**config.mk**
```make
export PLATFORM = sky130hd
export DESIGN_NAME = fsm_dwell_mon
export DESIGN_NICKNAME = d
export VERILOG_FILES = /design/src/rtl/fsm_mon_pkg.sv /design/src/rtl/fsm_mon_fifo.sv /design/src/rtl/fsm_dwell_mon.sv
export SDC_FILE = /design/constraint.sdc
export NUM_CORES = 1
export LEC_CHECK = 0
export ABC_CLOCK_PERIOD_IN_PS = 7250
export CAP_MARGIN = 10
export CELL_PAD_IN_SITES_DETAIL_PLACEMENT = 0
export CELL_PAD_IN_SITES_GLOBAL_PLACEMENT = 1
export CORE_ASPECT_RATIO = 1.25
export CORE_UTILIZATION = 50
export DETAILED_ROUTE_END_ITERATION = 10
export GPL_ROUTABILITY_DRIVEN = 0
export HOLD_SLACK_MARGIN = 0.06
export PLACE_DENSITY_LB_ADDON = 0.2
export SLEW_MARGIN = 20
export SYNTH_ARGS = -nofsm -noshare
export SYNTH_HDL_FRONTEND = slang
export SYNTH_SLANG_ARGS = --single-unit
```
**constraint.sdc**
```tcl
create_clock -name clock -period 7.25 [get_ports clock]
set_input_delay 1.45 -clock clock [delete_from_list [all_inputs] [get_ports clock]]
set_output_delay 1.45 -clock clock [all_outputs]
set_load 0.01 [all_outputs]
```
**src/rtl/fsm_mon_pkg.sv**
```systemverilog
// fsm_mon_pkg: shared state/event types for the dwell monitor
package fsm_mon_pkg;
  localparam int ST_W = 3;
  typedef logic [ST_W-1:0] state_t;
  typedef enum logic {M_PRIME, M_TRACK} mode_t;
  typedef struct packed {
    state_t from;
    state_t to;
  } ev_hdr_t;
  function automatic int ev_w(input int dw);
    return $bits(ev_hdr_t) + dw;
  endfunction
endpackage

```
**src/rtl/fsm_mon_fifo.sv**
```systemverilog
// fsm_mon_fifo: first-word fall-through event FIFO; a push into a full FIFO is taken only alongside a pop
module fsm_mon_fifo
  import fsm_mon_pkg::*;
#(
  parameter int W = 14,
  parameter int DEPTH = 4
) (
  input  logic                     clock,
  input  logic                     reset,
  input  logic                     push,
  input  logic                     pop,
  input  logic [W-1:0]             din,
  output logic [W-1:0]             dout,
  output logic                     full,
  output logic                     empty,
  output logic [$clog2(DEPTH):0]   count
);
  localparam int AW = $clog2(DEPTH);
  logic [W-1:0] mem [DEPTH];
  logic [AW-1:0] wp, rp;
  logic wr, rd;
  assign empty = count == '0;
  assign full = count == (AW+1)'(DEPTH);
  assign rd = pop & ~empty;
  assign wr = push & (~full | rd);
  assign dout = empty ? '0 : mem[rp];
  // storage array, written at the tail
  always_ff @(posedge clock) begin
    if (wr) mem[wp] <= din;
  end
  // pointers wrap naturally at the power-of-two depth
  always_ff @(posedge clock) begin
    if (reset) begin
      wp <= '0;
      rp <= '0;
      count <= '0;
    end else begin
      if (wr) wp <= wp + AW'(1);
      if (rd) rp <= rp + AW'(1);
      count <= count + (AW+1)'(wr) - (AW+1)'(rd);
    end
  end
endmodule

```
**src/rtl/fsm_dwell_mon.sv**
```systemverilog
// fsm_dwell_mon: logs state transitions with dwell time; timeout logic built only with FSM_DWELL_MON_TIMEOUT_EN
module fsm_dwell_mon
  import fsm_mon_pkg::*;
#(
  parameter int DW = 8,
  parameter int DEPTH = 4
) (
  input  logic                   clock,
  input  logic                   reset,
  input  logic                   en,
  input  state_t                 st,
  input  logic [DW-1:0]          limit,
  input  logic                   clr,
  output logic                   trans,
  output logic                   ev_valid,
  input  logic                   ev_ready,
  output state_t                 ev_from,
  output state_t                 ev_to,
  output logic [DW-1:0]          ev_dwell,
  output logic [$clog2(DEPTH):0] count,
  output logic                   timeout,
  output logic                   ovf
);
  localparam int EW = ev_w(DW);
  typedef struct packed {
    state_t from;
    state_t to;
    logic [DW-1:0] dwell;
  } ev_t;
  mode_t mode, mode_nx;
  state_t prev, prev_nx;
  logic [DW-1:0] dwell, dwell_nx;
  logic primed, is_trans, pop, full, empty, drop;
  ev_t ev_in, ev_out;
  assign primed = mode == M_TRACK;
  assign ev_valid = ~empty;
  assign pop = ev_valid & ev_ready;
  assign drop = is_trans & full & ~pop;
  assign ev_from = ev_out.from;
  assign ev_to = ev_out.to;
  assign ev_dwell = ev_out.dwell;
  // next tracking state: prime on first step, restart dwell on change, else count up saturating
  always_comb begin
    mode_nx = en ? M_TRACK : mode;
    is_trans = en & primed & (st != prev);
    prev_nx = en ? st : prev;
    dwell_nx = !en ? dwell : (is_trans | !primed) ? DW'(1) : (&dwell) ? dwell : dwell + DW'(1);
    ev_in = '{from: prev, to: st, dwell: dwell};
  end
  // tracking state register
  always_ff @(posedge clock) begin
    if (reset) begin
      mode <= M_PRIME;
      prev <= '0;
      dwell <= '0;
      trans <= 1'b0;
    end else begin
      mode <= mode_nx;
      prev <= prev_nx;
      dwell <= dwell_nx;
      trans <= is_trans;
    end
  end
  // sticky overflow: a dropped event outranks clr
  always_ff @(posedge clock) begin
    if (reset) ovf <= 1'b0;
    else if (drop) ovf <= 1'b1;
    else if (clr) ovf <= 1'b0;
  end
`ifdef FSM_DWELL_MON_TIMEOUT_EN
  // sticky timeout: transition clears, long dwell sets, then clr clears
  always_ff @(posedge clock) begin
    if (reset) timeout <= 1'b0;
    else if (is_trans) timeout <= 1'b0;
    else if (primed && limit != '0 && dwell >= limit) timeout <= 1'b1;
    else if (clr) timeout <= 1'b0;
  end
`else
  logic unused_limit;
  assign unused_limit = ^limit;
  assign timeout = 1'b0;
`endif
  fsm_mon_fifo #(.W(EW), .DEPTH(DEPTH)) u_fifo (
    .clock(clock),
    .reset(reset),
    .push(is_trans),
    .pop(pop),
    .din(ev_in),
    .dout(ev_out),
    .full(full),
    .empty(empty),
    .count(count)
  );
endmodule

```
======== Word level (Yosys, flattened, before mapping) ========
Memories as Yosys holds them, arrays and structs flattened. A register that Yosys moved wholly into a read port is not among the register bits.
Index checks and enable logic that the tools add are counted.
cells by class
  add/subtract/negate cells ............... 5
  equality and inequality tests ........... 3
  multiplexer cells ....................... 9
  bitwise gates (word level) .............. 12
  reductions and logical operators ........ 5
operators by type and width
  kind                 number
  $mux 8               2
  $mux 14              1
  $add 8x1->8 const B  1
  $reduce_and 8->1     1
  $and 1x1->1          7
  $add 2x1->2 const B  2
  $mux 1               4
  $mux 2               2
  $add 3x1->3          1
  $eq 3x3->1 const B   1
  $logic_not 3->1      1
  $ne 3x3->1           1
  $not 1->1            3
  $sub 3x1->3          1
  $ne 2x2->1 const B   1
  $or 1x1->1           2
  $reduce_and 2->1     1
  $reduce_bool 2->1    1
  $logic_not 1->1      1
word-level totals
  bits in registers ....................... 21
  RAM bits ................................ 56
  bits of input ports ..................... 16
  output and inout bits ................... 21
  logic and storage cells ................. 43
  memories ................................ 1
memories
  memory      depth  bits a word  read ports  clocked after Yosys merged registers in  wr ports  line                source
  u_fifo.mem  4      14           1           1                                        1         fsm_mon_fifo.sv:19  logic [W-1:0] mem [DEPTH];

======== Logic depth before layout (Yosys ltp) ========
  depth in word-level cells ............... 8
  mapped depth ............................ 10
  mapped depth without buffers ............ 9

======== Hierarchy ========
Synthesis repeated with hierarchy kept, for this count alone.
second synthesis, totals
  cells, all modules ...................... 221
  area total of the unflattened synthesis .. 3,484.6 µm²
by module, submodules not included
  module         instances  cells an instance  area each (µm²)  seq. area each (µm²)
  fsm_mon_fifo   1          136                2,733.9          1,861.8
  fsm_dwell_mon  1          85                 750.7            280.3

======== Worst setup path before layout ========
Ideal clock, no wire load.
  path type ............................... input -> register
  start point ............................. input ev_ready
  end point ............................... register u_fifo.count[2]
  setup time .............................. 0.128 ns
  arrival time ............................ 3.148 ns
  required time ........................... 7.122 ns
  slack ................................... 3.975 ns
  stages on the path ...................... 8
  path buffers ............................ 1
  path through ............................ or4b_1 -> o311a_1 -> buf_2 -> ha_1 -> fa_1 -> xnor2_1 -> xnor2_1 -> nor2_1
between the ends
  longest elaborated chain between the ends .. 6
RTL lines
  item                  line                 source
  from (decl)           fsm_dwell_mon.sv:16  input logic ev_ready,
  $and 1x1->1           fsm_dwell_mon.sv:37  assign pop = ev_valid & ev_ready;
  $and 1x1->1           fsm_mon_fifo.sv:24   assign rd = pop & ~empty;
  $or 1x1->1            fsm_mon_fifo.sv:25   assign wr = push & (~full | rd);
  $and 1x1->1           fsm_mon_fifo.sv:25
  named net u_fifo.wr   fsm_mon_fifo.sv:21   logic wr, rd;
  $add 3x1->3           fsm_mon_fifo.sv:40   count <= count + (AW+1)'(wr) - (AW+1)'(rd);
  $sub 3x1->3           fsm_mon_fifo.sv:40
  to (signal assigned)  fsm_mon_fifo.sv:40
  to (decl)             fsm_mon_fifo.sv:16   output logic [$clog2(DEPTH):0] count
The timed path passes the listed nets, and every way through them passes these cells.
A chain may end at the register's enable or synchronous reset.

==> summary.md <==
| Metric | Value |
|---|---|
| Core Area | approximately 6300 um^2 |
| Synth Net Count | around 250 |
| H-tree depth | 3 |
| Largest net degree at the start of global routing | 25 |
| DP Cell Count | approximately 320 |
| Area after DPL | 3670 um^2 |
| FF-to-FF setup slack | 4.59 ns |
| Routed vias | around 1.8k |
| Adder-Cell Fraction of Synth Area | under 10% |
| Post-synth top flop | edfxtp_1 |
| Complex-gate fraction of the synthesized area | 4.49% |
| Hold_sp | ovf |
| Post-Synth XOR/XNOR Area | 2.77% |
| Clk pwr share | 31.3% |
| Worst rel slew slack | between 30% and 40% |
| Final setup vio count | 0 |
| Total iterations of the first detailed-routing run | 4 |
| Hold path depth | 2 |
| Final Max Tran Viols | 0 |
| WL/cell | 16.7 um |
| Maxcap violations | 0 |
| Initial antenna violation count | 0 |
| # DRC | 0 |
| Critical Path RT | 5.80 ns |
| Synth Instances | 221 |
| First-pass GRT wire length | 8890 um |
| Via/cell ratio | approximately 5.4 |
| Hold endpoint | ovf |
| Worst Path Max Fanout | 14 |
| Clk Tree Root Cell | clkbuf_8 |
| Synth Area in Simple Gates | 11.3% |
| Crit Path Class | reg -> out |
| CP arrival | 2.59 ns |
| Ys Warns | 0 |
| Final cell utilization of the core | 61.8% |
| Hpwl dp | around 3500 um |
| Chip width | between 70 and 80 um |
| Hold Crit Class | reg -> reg |
| #FFs+latches synth | 79 |
| # diodes | 0 |
| Static leakage | 1.30 nW |
| Status | finished, final reports clean |
| R2R Path Start | u_fifo.count[2] |
| Die ar. | 7020 um^2 |
| Largest family of logic cells by synthesized area | simple AND/OR/NAND/NOR gates |
| Switching part of the total | 25.6% |
| Multi-input gate area | approximately 1100 um^2 |
| Setup repair bufs after CTS | 0 |
| Worst setup SP type | flop |
| Cts-stage hold buffer count | 0 |
| DRT Wirelength | around 5700 um |
| Multiplexer share of the synthesized area | 11.2% |
| First DRT Iteration DRCs | around 130 |
| Tcrit/Tclk final | between 50 and 60% |
| TritonCTS clock tree | built |
| Finished Layout Cells | roughly 340 |
| Reg-to-Reg End | u_fifo.count[2] |
| Die span in y | 93.4 um |
| Pwr dens | 315 nW/um^2 |
| Final ANT Viol Nets | 0 |
| Setup WS pre-CTS | 3.27 ns |
| Worst-case reg-to-reg path depth | 9 |
| Layout cells sized above 1 | 14.2% |
| Syn Area/Cell | around 15 um^2 |
| Slew @ Worst Pin | just under 1 ns |
| RSZ-0062 raised after global routing | false |
| Post-synth top area cell | edfxtp_1 |
| Worst Setup End Kind | primary output |
| CTS buffer count | 9 |
| Fin Clk Skew | about 0.0084 ns |
| Register area | between 2000 and 2500 um^2 |
| Vias in the first global route | 1,793 |
| Setup ws final | ~3.2 ns |
| Synth area leaders | edfxtp_1 50%, dfxtp_1 14%, mux4_2 9.4% |
| Clock-pin transition on the worst setup and hold timing paths | 0.08 ns |
| I/O pin count | 37 |
| Post-synthesis cell type count | 44 |
| Final Cell Area | 3910 um^2 |
| VDD IR max | 211 uV |
| Fin Setup TNS | 0 ns |
| Share of flip-flops with an asynchronous set or reset | 0% |
| Switch Pwr | ~0.31 mW |
| Clock Path Buffers | 2 |
| Internal | 0.916 mW |
| Site Rows | 32 |
| Fill cell count | 515 |
| Final worst path period need | 4.04 ns |
| Nets | 273 |
| Tot GR Track Use | a little under a fifth |
| Combinational Power Share | 24.6% |
| Sequential Power Share | between 40% and 50% |
| Starting Density | 52.8% |
| Area Overhead vs Synth | 16.9% |
| Cell area after synthesis | 3340 um^2 |
| Port bufs | 27 |
| Insertion delay to the later sink of the worst-skew pair | 0.35 ns |
| Final Hold Vio Count | 0 |
| Register area share after synthesis | 64.1% |
| Post-synth EDFFs | 56 |
| Grt ovf | 0 |
| Achievable frequency | 248 MHz |
| Synth top area share | 50.3% |
| Post-CTS resize count | 0 |
| Clk sinks | between 70 and 80 |
-- synthesized netlist by cell type (2+ instances only) --
| library cell | instances |
|---|---|
| buf_2 | 4 |
| nor2_1 | 11 |
| nand2_1 | 5 |
| xor2_2 | 3 |
| edfxtp_1 | 56 |
| xnor2_1 | 4 |
| nand3_1 | 7 |
| a21oi_1 | 4 |
| a221oi_1 | 2 |
| and2_1 | 20 |
| nor2b_1 | 2 |
| mux2i_1 | 6 |
| or3_1 | 3 |
| clkbuf_1 | 4 |
| ha_1 | 7 |
| mux4_2 | 14 |
| nand4_1 | 4 |
| inv_1 | 12 |
| dfxtp_1 | 23 |
| nand2b_1 | 3 |
| and3_1 | 2 |
| nor3_1 | 3 |
-- metrics by stage --
stage | power, mW | hold slack (ns)
floorplan | 0.729 | 0.485
global placement | 0.861 | 0.462
detailed placement | 0.865 | 0.468
CTS | 1.25 | 0.485
global route | 1.30 | 0.519
finish | 1.23 | 0.477
-- metal layers --
metal  vias to the layer above  track usage (%)  part of all wire [%]
li1                        882                -                     -
met1                       901             23.8                    45
met2                        47             28.5                    49
met3                        10             4.20                   3.8
met4                         0             9.12                   1.8
met5                         -                0                     0
-- critical path: stages, from the launching register on --
cell and delay, ns:
dfxtp_1 0.97, mux4_2 0.62, and2_1 0.17, clkdlybuf4s50_1 0.48
-- cell type report --
| type | instances | share of cell area, % |
|---|---|---|
| inverter | 12 | 1.15 |
| tap | 85 | 2.72 |
| timing repair buffer | 27 | 6.92 |
| clock buffer | 10 | 3.27 |
| clock inverter | 6 | 2.75 |
| sequential | 79 | 54.8 |
| multi-input combinational | 120 | 28.4 |
-- how the worst max path moves through the flow --
stage / end / depth (start not counted) / slack [ns] / start
6_report: ev_dwell[3] / 3 / 3.21 / flop
5_1_grt: ev_dwell[3] / 3 / 3.02 / flop
4_1_cts: ev_dwell[3] / 3 / 3.13 / flop
3_5_place_dp: u_fifo.mem[0][5] / 4 / 3.27 / st[2]
3_3_place_gp: u_fifo.mem[2][4] / 4 / 3.30 / en
2_1_floorplan: u_fifo.count[2] / 8 / 3.97 / ev_ready
-- sequential cells by signal, indices dropped and copies added, names as in the netlist, named ones only --
| signal | flops |
|---|---|
| u_fifo.mem | 56 |
| dwell | 8 |
| prev | 3 |
| u_fifo.count | 3 |
| u_fifo.rp | 2 |
| u_fifo.wp | 2 |
| mode | 1 |
| ovf | 1 |
| trans | 1 |
-- placed cells by master, fill, tap and decap left out, types with 3 or more instances in the layout --
| cell type | Yosys | layout |
|---|---|---|
| xor2_2 | 3 | 3 |
| inv_1 | 12 | 12 |
| mux2i_1 | 6 | 6 |
| a21oi_1 | 4 | 4 |
| clkbuf_8 | 0 | 9 |
| bufinv_16 | 0 | 3 |
| mux4_2 | 14 | 14 |
| nor2_1 | 11 | 11 |
| ha_1 | 7 | 7 |
| nor3_1 | 3 | 3 |
| nand2_1 | 5 | 5 |
| and2_1 | 20 | 20 |
| nand2b_1 | 3 | 3 |
| clkdlybuf4s50_1 | 0 | 27 |
| xnor2_1 | 4 | 4 |
| or3_1 | 3 | 3 |
| dfxtp_1 | 23 | 23 |
| nand3_1 | 7 | 7 |
| nand4_1 | 4 | 4 |
| edfxtp_1 | 56 | 56 |
-- cells by family after synthesis --
logic type	count (synthesis)
buffers and inverters	22
and+or+nand+nor	65
AOI/OAI and AO/OA	18
xor gates and xnor gates	8
muxes	20
DFF	79
other	1
adders and majority gates	8
-- power by group through the flow --
stage                     combinational, mW  clock (mW)  sequential [mW]
after floorplan                       0.199           0            0.529
after global placement                0.307           0            0.555
after detailed placement              0.310           0            0.554
after CTS                             0.311       0.390            0.544
after global routing                  0.336       0.410            0.549
final                                 0.303       0.386            0.542
Power figures use the tool's default switching activity.
